--- src/rtl/state_scheduler_pkg.sv ---
// Shared definitions for the state scheduler and config_controller:
// state codes, FSM encoding and the queued request record.
package state_scheduler_pkg;

    typedef enum logic [2:0] {
        ST_NORMAL      = 3'd0,
        ST_ANESTHESIA  = 3'd1,
        ST_PSYCHEDELIC = 3'd2,
        ST_FLOW        = 3'd3,
        ST_MEDITATION  = 3'd4
    } state_code_e;

    localparam logic [2:0] ST_LAST_VALID = ST_MEDITATION;

    typedef enum logic [1:0] {
        FSM_IDLE       = 2'd0,
        FSM_WAIT_START = 2'd1,
        FSM_WAIT_DONE  = 2'd2,
        FSM_DWELL      = 2'd3
    } fsm_state_e;

    typedef struct packed {
        logic [2:0]  state;
        logic [15:0] duration;
    } sched_req_t;

    localparam int REQ_W = $bits(sched_req_t);

    // Codes 5..7 are outside the defined state set.
    function automatic logic is_valid_state(input logic [2:0] s);
        return s <= ST_LAST_VALID;
    endfunction

endpackage

--- src/rtl/sched_fifo.sv ---
// Request queue: power-of-two depth, registered occupancy count,
// single-cycle flush that overrides push and pop.
module sched_fifo #(
    parameter  int DEPTH = 4,
    parameter  int WIDTH = 19,
    localparam int AW    = (DEPTH > 1) ? $clog2(DEPTH) : 1,
    localparam int CW    = $clog2(DEPTH) + 1
) (
    input  logic             clk,
    input  logic             rst_n,
    input  logic             i_push,
    input  logic [WIDTH-1:0] i_data,
    input  logic             i_pop,
    input  logic             i_flush,
    output logic [WIDTH-1:0] o_data,
    output logic [CW-1:0]    o_count,
    output logic             o_empty,
    output logic             o_full
);

    logic [WIDTH-1:0] r_mem [DEPTH];
    logic [AW-1:0]    r_wr_ptr;
    logic [AW-1:0]    r_rd_ptr;
    logic [CW-1:0]    r_count;
    logic             w_push;
    logic             w_pop;

    assign o_empty = (r_count == '0);
    assign o_full  = (r_count == CW'(DEPTH));
    assign o_count = r_count;
    assign o_data  = r_mem[r_rd_ptr];
    assign w_push  = i_push && !i_flush && !o_full;
    assign w_pop   = i_pop  && !i_flush && !o_empty;

    // Storage write; contents need no reset since count gates reads.
    always_ff @(posedge clk) begin
        if (w_push) r_mem[r_wr_ptr] <= i_data;
    end

    // Pointers wrap naturally at the power-of-two depth; flush rewinds both.
    always_ff @(posedge clk or negedge rst_n) begin
        if (!rst_n) begin
            r_wr_ptr <= '0;
            r_rd_ptr <= '0;
            r_count  <= '0;
        end else if (i_flush) begin
            r_wr_ptr <= '0;
            r_rd_ptr <= '0;
            r_count  <= '0;
        end else begin
            if (w_push) r_wr_ptr <= r_wr_ptr + AW'(1);
            if (w_pop)  r_rd_ptr <= r_rd_ptr + AW'(1);
            case ({w_push, w_pop})
                2'b10:   r_count <= r_count + CW'(1);
                2'b01:   r_count <= r_count - CW'(1);
                default: r_count <= r_count;
            endcase
        end
    end

endmodule

--- src/rtl/state_scheduler.sv ---
// Queues state requests and issues them one at a time to
// config_controller, waiting for its transition and then holding the
// settled state for a minimum dwell before taking the next request.
module state_scheduler
    import state_scheduler_pkg::*;
#(
    parameter  int          FIFO_DEPTH    = 4,
    parameter  logic [15:0] MIN_DWELL     = 16'd4000,
    parameter  int          START_TIMEOUT = 8,
    localparam int          CW            = $clog2(FIFO_DEPTH) + 1
) (
    input  logic          clk,
    input  logic          rst_n,
    input  logic          clk_en,
    input  logic          req_valid,
    output logic          req_ready,
    input  logic [2:0]    req_state,
    input  logic [15:0]   req_duration,
    input  logic          flush,
    input  logic          transitioning,
    output logic [2:0]    state_select,
    output logic [15:0]   transition_duration,
    output logic          busy,
    output logic [CW-1:0] queue_count,
    output logic          err_invalid,
    output logic          err_timeout
);

    localparam logic [15:0] TO_INIT = 16'(START_TIMEOUT);

    fsm_state_e  r_state, w_next;
    logic [15:0] r_cnt, w_cnt_nxt;
    logic [2:0]  r_sel;
    logic [15:0] r_dur;
    logic        r_err_inv, r_err_to;
    logic        r_flush_pend;
    logic        r_rdy_en;
    logic        w_load_sel, w_set_to;
    logic        w_accept, w_enq, w_pop;
    logic        w_empty, w_full;
    logic [CW-1:0] w_count;
    sched_req_t  w_head, w_in;

    // Readiness comes from the registered count only, and is held low
    // until the first clock after reset release.
    assign req_ready = r_rdy_en && (w_count < CW'(FIFO_DEPTH)) && !flush;
    assign w_accept  = req_valid && req_ready;
    assign w_enq     = w_accept && is_valid_state(req_state);
    assign w_pop     = clk_en && (r_state == FSM_IDLE) && !w_empty && !flush;
    assign w_in      = '{state: req_state, duration: req_duration};

    sched_fifo #(.DEPTH(FIFO_DEPTH), .WIDTH(REQ_W)) u_fifo (
        .clk     (clk),
        .rst_n   (rst_n),
        .i_push  (w_enq),
        .i_data  (w_in),
        .i_pop   (w_pop),
        .i_flush (flush),
        .o_data  (w_head),
        .o_count (w_count),
        .o_empty (w_empty),
        .o_full  (w_full)
    );

    assign state_select        = r_sel;
    assign transition_duration = r_dur;
    assign busy                = (r_state != FSM_IDLE);
    assign queue_count         = w_count;
    assign err_invalid         = r_err_inv;
    assign err_timeout         = r_err_to;

    // Next state: one shared down-counter serves as start timeout and dwell.
    always_comb begin
        w_next     = r_state;
        w_cnt_nxt  = r_cnt;
        w_load_sel = 1'b0;
        w_set_to   = 1'b0;
        if (clk_en) begin
            case (r_state)
                FSM_IDLE: begin
                    // A request for the state already selected is dropped.
                    if (w_pop && (w_head.state != r_sel)) begin
                        w_load_sel = 1'b1;
                        w_cnt_nxt  = TO_INIT;
                        w_next     = FSM_WAIT_START;
                    end
                end
                FSM_WAIT_START: begin
                    if (transitioning) begin
                        w_next = FSM_WAIT_DONE;
                    end else if (r_cnt <= 16'd1) begin
                        w_set_to  = 1'b1;
                        w_cnt_nxt = MIN_DWELL;
                        w_next    = FSM_DWELL;
                    end else begin
                        w_cnt_nxt = r_cnt - 16'd1;
                    end
                end
                FSM_WAIT_DONE: begin
                    if (!transitioning) begin
                        w_cnt_nxt = MIN_DWELL;
                        w_next    = FSM_DWELL;
                    end
                end
                FSM_DWELL: begin
                    // A dwell of 0 or 1 both end on the first tick.
                    if (flush || r_flush_pend || (r_cnt <= 16'd1)) begin
                        w_next = FSM_IDLE;
                    end else begin
                        w_cnt_nxt = r_cnt - 16'd1;
                    end
                end
                default: w_next = FSM_IDLE;
            endcase
        end
    end

    // State, counter, selected outputs and sticky errors.
    always_ff @(posedge clk or negedge rst_n) begin
        if (!rst_n) begin
            r_state      <= FSM_IDLE;
            r_cnt        <= '0;
            r_sel        <= ST_NORMAL;
            r_dur        <= '0;
            r_err_inv    <= 1'b0;
            r_err_to     <= 1'b0;
            r_flush_pend <= 1'b0;
            r_rdy_en     <= 1'b0;
        end else begin
            r_state  <= w_next;
            r_cnt    <= w_cnt_nxt;
            r_rdy_en <= 1'b1;
            if (w_load_sel) begin
                r_sel <= w_head.state;
                r_dur <= w_head.duration;
            end
            if (w_accept && !is_valid_state(req_state)) r_err_inv <= 1'b1;
            if (w_set_to) r_err_to <= 1'b1;
            // A flush seen during dwell cuts it short at the next tick.
            r_flush_pend <= (w_next == FSM_DWELL) &&
                            (r_flush_pend || (flush && r_state == FSM_DWELL));
        end
    end

endmodule

--- config.mk ---
export PLATFORM = sky130hd
export DESIGN_NAME = state_scheduler
export DESIGN_NICKNAME = d
export VERILOG_FILES = /design/src/rtl/state_scheduler_pkg.sv /design/src/rtl/sched_fifo.sv /design/src/rtl/state_scheduler.sv
export SDC_FILE = /design/constraint.sdc
export NUM_CORES = 1
export LEC_CHECK = 0
export CELL_PAD_IN_SITES_DETAIL_PLACEMENT = 0
export CELL_PAD_IN_SITES_GLOBAL_PLACEMENT = 1
export CORE_ASPECT_RATIO = 1.5
export CORE_MARGIN = 2
export CORE_UTILIZATION = 45
export CTS_BUF_LIST = sky130_fd_sc_hd__clkbuf_2 sky130_fd_sc_hd__clkbuf_4 sky130_fd_sc_hd__clkbuf_8
export CTS_CLUSTER_DIAMETER = 150
export DETAILED_ROUTE_END_ITERATION = 7
export MAX_ROUTING_LAYER = met4
export PLACE_DENSITY_LB_ADDON = 0.1
export REMOVE_ABC_BUFFERS = 1
export SLEW_MARGIN = 5
export SYNTH_ARGS = -nofsm -noshare
export SYNTH_HDL_FRONTEND = slang
export SYNTH_SLANG_ARGS = --single-unit
--- constraint.sdc ---
create_clock -name clk -period 3.9 [get_ports clk]
set_clock_uncertainty 0.05 [all_clocks]
set_input_delay 0.78 -clock clk [delete_from_list [all_inputs] [get_ports clk]]
set_output_delay 0.78 -clock clk [all_outputs]
set_load 0.01 [all_outputs]
==> impl_metrics.py, run 1 <==
metrics = {
    "routing": {
        "via_per_inst": 5.361,
        "dr.pass1.iters": 4,
        "vias": 3029,
        "drc": 0,
        "wirelength_mm": 10.35,
        "ant_nets": 0,
        "wl_per_cell_um": 18.32,
        "drt_iter0_drc": 117,
    },
    "global_routing": {
        "grt_pass1_vias": 3212,
        "antenna_found_initial": 0,
        "grt_first_pass_wirelength_mm": 16.70,
        "grt_max_degree": 26,
        "grt_overflow": 0,
        "grt_util_all_layers_pct": 18.66,
    },
    "setup_path": {
        "crit_start": "flush",
        "critPathSlowestCell": "clkdlybuf4s50_1",
        "slowest_delay_ps": 610,
        "critPathMaxFanout": 3,
        "worstPathArrival_ps": 2110,
        "crit_required_ps": 3070,
        "cpMostUsedCell": "clkdlybuf4s50_1",
        "start_kind": "input pin",
        "worstSetupPathType": "in2out",
        "critPathCaptureType": "output port",
        "r2r_start": "u_fifo.r_rd_ptr[0]",
        "crit_chain": "clkdlybuf4s50_1 > nor3b_1 > clkdlybuf4s50_1",
    },
    "place": {
        "place_hpwl_mm": 6.959,
        "port_buffers": 50,
        "place_congestion": 0.8069,
    },
    "synth": {
        "synth_xor_area_share_pct": 1.673,
        "synth_compound_area_share_pct": 7.121,
        "avgSynthCellArea_um2": 15.63,
        "synth_top_family_by_area": "multiplexers",
        "ys_seq_area_share_pct": 66.52,
        "ys_top_cells_by_count": "edfxtp_1, dfrtp_1, nor2_1",
        "async_flop_share_pct": 38.71,
        "synth.mux.area_fraction_pct": 12.64,
        "syn_inst": 335,
        "synthAdderAreaFrac_pct": 1.816,
        "syn_area_um2": 5236,
        "yosysWarnings": 0,
        "yosysTopAreaCellShare_pct": 43.58,
        "yosysTopAreaCell": "edfxtp_1",
        "synth-main-ff-cell": "edfxtp_1",
        "synth.area.top_cells": "edfxtp_1, dfrtp_1, mux4_2, mux2_1, nor2_1",
        "ys_ff_latch": 124,
        "ys_types": 50,
        "synth-edff-count": 76,
        "yosysMostFrequentCell": "edfxtp_1",
        "yosys.area_share.simple_pct": 8.124,
    },
    "clock_tree": {
        "htree_levels": 4,
        "clock_path_buffers": 2,
        "cts_made_buffers": 17,
        "cts_tree": "done",
        "cts_root_buf": "clkbuf_8",
        "hold_buffers": 0,
        "cts_num_sinks": 124,
        "worstSkewPairLatency_ps": 420,
        "cts_setup_buffers": 0,
        "post_cts_resized": 0,
        "clkTransAtPathRegs_ps": 70,
    },
    "final_layout": {
        "nets": 435,
        "syn2layout_area_growth_pct": 21.12,
        "drive_gt1_share_pct": 18.31,
        "n_fill_cell": 961,
        "num_antenna_cells": 0,
    },
    "hold_path": {
        "hp-class": "in2async",
    },
    "power_and_ir_drop": {
        "p_leak_nw": 2.305,
        "peakVddDrop_v": 0.0003375,
        "p_per_area_nw_per_um2": 567.4,
    },
    "timing": {
        "finalSetupViolCount": 0,
        "relSlewSlack_pct": 47.64,
        "max_slew.worst_pin.slew_ps": 784.1,
        "fin_setup_tns_ps": 0,
        "fmax_ghz": 0.3404,
        "fin_crit_ps": 2938,
        "hold_viol": 0,
        "slew_violations": 0,
        "whs_ps": 315.2,
        "rsz0062_at_grt": "false",
        "min_period_over_period_pct": 75.33,
    },
    "die": {
        "die-width_um": 92.08,
        "die_h_um": 136.1,
        "initial_core_util_pct": 45.89,
        "rows": 48,
        "ios": 51,
        "die_area_um2": 12530,
        "core-area_um2": 11410,
    },
    "job": {
        "max_cap_violations": 0,
    },
    "status": {
        "outcome": "completed",
    },
}
critical path: cells and delay by family:
kind	cells	cell delay, ps
AND/OR/NAND/NOR	1	310
buffers and inverters	2	1020
worst paths after layout:
kind                           endpoint  slack, ps  cells past startpoint
setup reg to reg              r_cnt[13]       1260                      7
max in group asynchronous      r_cnt[8]       2710                      2
hold / removal             r_flush_pend        320                      1
min in group clk            err_timeout        420                      1
setup / recovery              req_ready        960                      3
hold reg to reg             err_timeout        420                      1
flip-flops by register name, summed over array words and instances, names as in the netlist:
signal / cells
u_fifo.r_wr_ptr: 2
err_timeout: 1
u_fifo.r_rd_ptr: 2
transition_duration: 16
r_flush_pend: 1
u_fifo.o_count: 3
err_invalid: 1
r_cnt: 16
r_state: 2
r_rdy_en: 1
state_select: 3
u_fifo.r_mem: 76
routing by layer:
layer | routed length, um | global-route usage [%] | share of wire [%] | vias up
li1 | - | - | - | 1414
met5 | 0 | - | 0 | -
met4 | 130 | 6.716 | 1.3 | 0
met2 | 5890 | 33.78 | 57 | 54
met3 | 270 | 4.379 | 2.6 | 14
met1 | 4061 | 19.84 | 39 | 1547
metrics by stage:
step	area, um2	power, mW	cells	util [%]	setup slack (ps)
3_5_place_dp	5926	2.454	534	51.93	656.3
4_1_cts	6342	3.641	565	55.58	965.5
5_1_grt	6342	3.790	565	55.58	879.0
2_1_floorplan	5167	2.113	324	-	640.5
3_3_place_gp	5926	2.446	534	51.93	693.9
6_report	6342	3.599	565	55.58	962.2
layout make-up:
type                    count  area (um2)  share of cell area [%]
repair buffers             60       570.5                   8.996
flip-flops and latches    124        3483                   54.92
multi-input cells         190        1647                   25.96
inverters                  10       37.54                  0.5918
clock inverters            10       140.1                   2.210
clock buffers              21       276.5                   4.360
well taps                 150       187.7                   2.959
kinds of logic after synthesis:
logic type	Yosys count
DFF	124
adders and majority gates	7
muxes	40
other	1
buffers and inverters	21
and+or+nand+nor	80
xor gates and xnor gates	10
AOI/OAI and AO/OA	52
layout by cell type, fill, tap and decap left out, types with 8 or more instances in the layout:
cell	instances
clkbuf_8	19
clkdlybuf4s50_1	49
buf_4	10
o21ai_0	13
mux2_1	15
inv_1	10
dfrtp_1	48
mux4_2	19
edfxtp_1	76
nand2_1	13
xnor2_1	10
a21oi_1	8
nor2_1	28
report_power, final:
part / total, mW / switching (mW) / internal (mW) / leakage, nW
combinational: 0.729 / 0.371 / 0.359 / 0.797
sequential: 1.69 / 0.162 / 1.53 / 1.30
clock: 1.17 / 0.498 / 0.677 / 0.205
total: 3.60 / 1.03 / 2.57 / 2.30
Power figures use the tool's default switching activity.
==> run 2: changes to the inputs <==
==> constraint.sdc (replaced) <==
create_clock -name clk -period 2.79 [get_ports clk]
set_clock_uncertainty 0.05 [all_clocks]
set_input_delay 0.558 -clock clk [delete_from_list [all_inputs] [get_ports clk]]
set_output_delay 0.558 -clock clk [all_outputs]
set_load 0.01 [all_outputs]
==> impl_metrics.py, run 2 (synthesis results as in run 1) <==
metrics = {
    "status": {
        "outcome": "completed",
    },
    "routing": {
        "drt_iter0_drc": 160,
        "wirelength_mm": 10.17,
        "wl_per_cell_um": 17.63,
        "drc": 0,
        "vias": 3074,
        "dr.pass1.iters": 4,
        "via_per_inst": 5.328,
        "ant_nets": 0,
    },
    "power_and_ir_drop": {
        "peakVddDrop_v": 0.0004826,
        "power_frac_seq_pct": 47.8,
        "p_sw_share_pct": 30.98,
        "power_switching_mw": 1.527,
        "clockPowerShare_pct": 31.1,
        "power.internal_mw": 3.403,
        "combPwrFrac_pct": 21.1,
        "p_leak_nw": 2.353,
        "p_per_area_nw_per_um2": 765.9,
    },
    "global_routing": {
        "grt_pass1_vias": 3333,
        "grt_overflow": 0,
        "grt_max_degree": 30,
        "antenna_found_initial": 0,
        "grt_first_pass_wirelength_mm": 16.82,
        "grt_util_all_layers_pct": 18.42,
    },
    "final_layout": {
        "syn2layout_area_growth_pct": 22.94,
        "num_antenna_cells": 0,
        "largest_reg_flops": 76,
        "nets": 446,
        "area.sequential_um2": 3483,
        "top_register": "u_fifo.r_mem",
        "drive_gt1_share_pct": 20.37,
        "multi_input_area_um2": 1647,
        "utilization_pct": 56.41,
        "n_fill_cell": 956,
        "final_common_cell": "edfxtp_1",
        "stdcell_area_um2": 6437,
        "mostFrequentLayoutCells": "edfxtp_1, clkdlybuf4s50_1, dfrtp_1",
    },
    "die": {
        "ios": 51,
        "die_area_um2": 12530,
        "die_h_um": 136.1,
        "rows": 48,
        "initial_core_util_pct": 45.89,
        "die-width_um": 92.08,
        "core-area_um2": 11410,
    },
    "clock_tree": {
        "cts_setup_buffers": 0,
        "post_cts_resized": 0,
        "hold_buffers": 1,
        "cts_num_sinks": 124,
        "cts_tree": "done",
        "clkTransAtPathRegs_ps": 80,
        "worstSkewPairLatency_ps": 430,
        "clock_path_buffers": 2,
        "cts_made_buffers": 17,
        "cts_root_buf": "clkbuf_8",
        "htree_levels": 4,
    },
    "timing": {
        "min_period_over_period_pct": 91.04,
        "rsz0062_at_grt": "false",
        "hold_viol": 0,
        "relSlewSlack_pct": 58.58,
        "fmax_ghz": 0.3937,
        "finalSetupViolCount": 0,
        "fin_crit_ps": 2540,
        "fin_setup_tns_ps": 0,
        "fin_ws_ps": 249.9,
        "whs_ps": 386.8,
        "slew_violations": 0,
        "max_slew.worst_pin.slew_ps": 620.4,
    },
    "setup_path": {
        "start_kind": "register",
        "crit_chain": "mux4_2 > xnor2_1 > a311oi_4 > buf_4 > nor3_4 > o21ai_1 > o41ai_1",
        "crit_family": "multiplexers",
        "worstPathArrival_ps": 2810,
        "crit_required_ps": 3060,
        "critPathSlowestCell": "mux4_2",
        "slowest_delay_ps": 570,
        "critPathMaxFanout": 17,
        "crit_buf_inv": 1,
        "worstSetupPathType": "reg2reg",
        "critPathCaptureType": "register",
    },
    "hold_path": {
        "hp-class": "in2async",
    },
    "place": {
        "place_hpwl_mm": 7.094,
        "pre_cts_slack_ps": 57.36,
        "placed_cell_area_um2": 6038,
        "port_buffers": 50,
        "place_congestion": 0.8534,
    },
    "job": {
        "max_cap_violations": 0,
    },
}
run 2: cell types whose count changed in the layout (fill, tap and decap cells not counted):
cell,delta
clkbuf_8,-2
clkinv_2,-1
bufinv_16,-2
buf_12,+3
inv_8,+4
dlygate4sd3_1,+1
clkbuf_4,-2
buf_4,+7
inv_6,+4
run 2: routing by layer:
layer	vias to the layer above	track usage, %	wire, um
li1	1444	-	-
met3	12	4.435	255
met2	53	32.39	5633
met5	-	-	0
met4	0	7.048	182
met1	1565	20.20	4098
run 2: worst paths after layout:
kind                       depth (start not counted)                      end  slack, ps               start
max                                                7                 r_cnt[4]        250  u_fifo.r_rd_ptr[0]
min                                                2              err_timeout        390               rst_n
max reg2reg                                        7                 r_cnt[4]        250  u_fifo.r_rd_ptr[0]
min reg2reg                                        1              err_timeout        430         err_timeout
max in group asynchronous                          3  transition_duration[10]       1730               rst_n
min in group clk                                   1              err_timeout        430         err_timeout
run 2: layout make-up:
class,count,area share [%]
Sequential cell,124,54.11
Multi-Input combinational cell,190,25.58
Timing Repair Buffer,71,10.77
Clock buffer,17,3.635
Tap cell,150,2.915
Clock inverter,15,2.410
Inverter,10,0.5831
run 2: power by group through the flow:
stage / combinational (mW) / sequential [mW] / clock (mW)
floorplan: 0.557 / 2.40 / 0
global placement: 1.03 / 2.39 / 0
detailed placement: 1.05 / 2.39 / 0
CTS: 1.06 / 2.36 / 1.58
global route: 1.16 / 2.39 / 1.65
finish: 1.04 / 2.36 / 1.53
run 2: stage by stage:
step | std cells | power [mW]
floorplan | 324 | 2.953
detailed placement | 544 | 3.443
global route | 577 | 5.199
global placement | 544 | 3.422
CTS | 577 | 4.990
finish | 577 | 4.930
==> run 3: changes to the inputs <==
==> constraint.sdc (replaced) <==
create_clock -name clk -period 3.19 [get_ports clk]
set_clock_uncertainty 0.05 [all_clocks]
set_input_delay 0.638 -clock clk [delete_from_list [all_inputs] [get_ports clk]]
set_output_delay 0.638 -clock clk [all_outputs]
set_load 0.01 [all_outputs]
==> impl_metrics.py, run 3 (synthesis results as in run 1) <==
metrics = {
    "timing": {
        "fin_crit_ps": 2687,
        "fmax_ghz": 0.3722,
        "max_slew.worst_pin.slew_ps": 797.4,
        "slew_violations": 0,
        "finalSetupViolCount": 0,
        "whs_ps": 189.2,
        "relSlewSlack_pct": 46.75,
        "fin_setup_tns_ps": 0,
        "hold_viol": 0,
        "fin_ws_ps": 503.4,
        "rsz0062_at_grt": "false",
        "min_period_over_period_pct": 84.22,
    },
    "final_layout": {
        "nets": 438,
        "final_common_cell": "edfxtp_1",
        "area.sequential_um2": 3483,
        "drive_gt1_share_pct": 19.09,
        "largest_reg_flops": 76,
        "syn2layout_area_growth_pct": 21.67,
        "num_antenna_cells": 0,
        "mostFrequentLayoutCells": "edfxtp_1, clkdlybuf4s50_1, dfrtp_1",
        "top_register": "u_fifo.r_mem",
        "n_fill_cell": 958,
        "multi_input_area_um2": 1647,
    },
    "routing": {
        "ant_nets": 0,
        "dr.pass1.iters": 4,
        "vias": 3016,
        "wl_per_cell_um": 17.81,
        "wirelength_mm": 10.14,
        "via_per_inst": 5.301,
        "drc": 0,
        "drt_iter0_drc": 135,
    },
    "setup_path": {
        "worstPathArrival_ps": 2000,
        "start_kind": "input pin",
        "r2r_start": "u_fifo.r_rd_ptr[0]",
        "crit_required_ps": 2500,
        "r2r_end": "r_cnt[13]",
        "slowest_delay_ps": 600,
        "critPathCaptureType": "output port",
        "critPathSlowestCell": "clkdlybuf4s50_1",
        "regToRegSetupSlack_ps": 610,
        "critPathMaxFanout": 3,
        "cpMostUsedCell": "clkdlybuf4s50_1",
        "r2r_cells": 7,
        "crit_chain": "clkdlybuf4s50_1 > nor3b_1 > clkdlybuf4s50_1",
        "worstSetupPathType": "in2out",
    },
    "global_routing": {
        "antenna_found_initial": 0,
        "grt_max_degree": 28,
        "grt_first_pass_wirelength_mm": 16.79,
        "grt_util_all_layers_pct": 18.49,
        "grt_overflow": 0,
        "grt_pass1_vias": 3190,
    },
    "place": {
        "place_congestion": 0.7487,
        "pre_cts_slack_ps": 264.9,
        "place_hpwl_mm": 6.920,
        "port_buffers": 50,
    },
    "job": {
        "max_cap_violations": 0,
    },
    "clock_tree": {
        "cts_made_buffers": 17,
        "clock_path_buffers": 2,
        "cts_setup_buffers": 0,
        "clkTransAtPathRegs_ps": 80,
        "cts_root_buf": "clkbuf_8",
        "cts_tree": "done",
        "htree_levels": 4,
        "post_cts_resized": 0,
        "cts_num_sinks": 124,
        "hold_buffers": 0,
        "worstSkewPairLatency_ps": 420,
    },
    "die": {
        "rows": 48,
        "die_area_um2": 12530,
        "ios": 51,
        "core-area_um2": 11410,
        "die_h_um": 136.1,
        "initial_core_util_pct": 45.89,
        "die-width_um": 92.08,
    },
    "hold_path": {
        "hp-class": "in2async",
    },
    "power_and_ir_drop": {
        "p_per_area_nw_per_um2": 684.4,
        "peakVddDrop_v": 0.0003589,
        "p_leak_nw": 2.331,
    },
    "status": {
        "outcome": "completed",
    },
}
[run 3: cell types whose count changed in the layout (fill, tap and decap cells not counted)]
cell	before	now
buf_4	17	12
clkinvlp_4	3	0
clkinv_4	1	2
clkinv_2	1	2
dlygate4sd3_1	1	0
bufinv_16	1	2
buf_12	3	1
[run 3: power by group]
group	internal, mW	switching (mW)	total, mW
sequential	1.87	0.198	2.07
clock	0.727	0.675	1.40
combinational	0.441	0.447	0.888
[run 3: area by class of cell]
type / instances / area share, %
Tap cell: 150 / 2.946
Clock inverter: 15 / 2.769
Multi-Input combinational cell: 190 / 25.84
Inverter: 10 / 0.5892
Timing Repair Buffer: 63 / 9.505
Clock buffer: 17 / 3.672
Sequential cell: 124 / 54.67
[run 3: how the worst max path moves through the flow]
stage / startpoint / to / slack, ps / depth (start not counted)
6_report: flush / req_ready / 500 / 3
5_1_grt: u_fifo.r_rd_ptr[0] / r_cnt[14] / 370 / 7
4_1_cts: flush / req_ready / 490 / 3
3_5_place_dp: flush / u_fifo.o_count[2] / 260 / 9
3_3_place_gp: flush / u_fifo.o_count[2] / 320 / 9
2_1_floorplan: u_fifo.r_rd_ptr[0] / r_cnt[14] / -70 / 6
[run 3: per-layer routing]
layer	track usage, %	vias to the layer above	part of all wire (%)
met5	-	-	0
met4	7.131	0	1.8
met3	4.268	15	2.8
met2	31.82	49	55
met1	21.02	1533	40
li1	-	1419	-
[run 3: critical path: cells and delay by family]
| kind | cells | cell delay [ps] |
|---|---|---|
| buf+inv | 2 | 1050 |
| simple gates | 1 | 310 |
[run 3: through the flow]
stage | power, mW | instance area [um2] | std cells | utilization [%]
after floorplan | 2.583 | 5167 | 324 | -
after global placement | 2.989 | 5961 | 537 | 52.24
after detailed placement | 3.001 | 5961 | 537 | 52.24
after CTS | 4.422 | 6371 | 569 | 55.83
after global routing | 4.607 | 6371 | 569 | 55.83
final | 4.360 | 6371 | 569 | 55.83
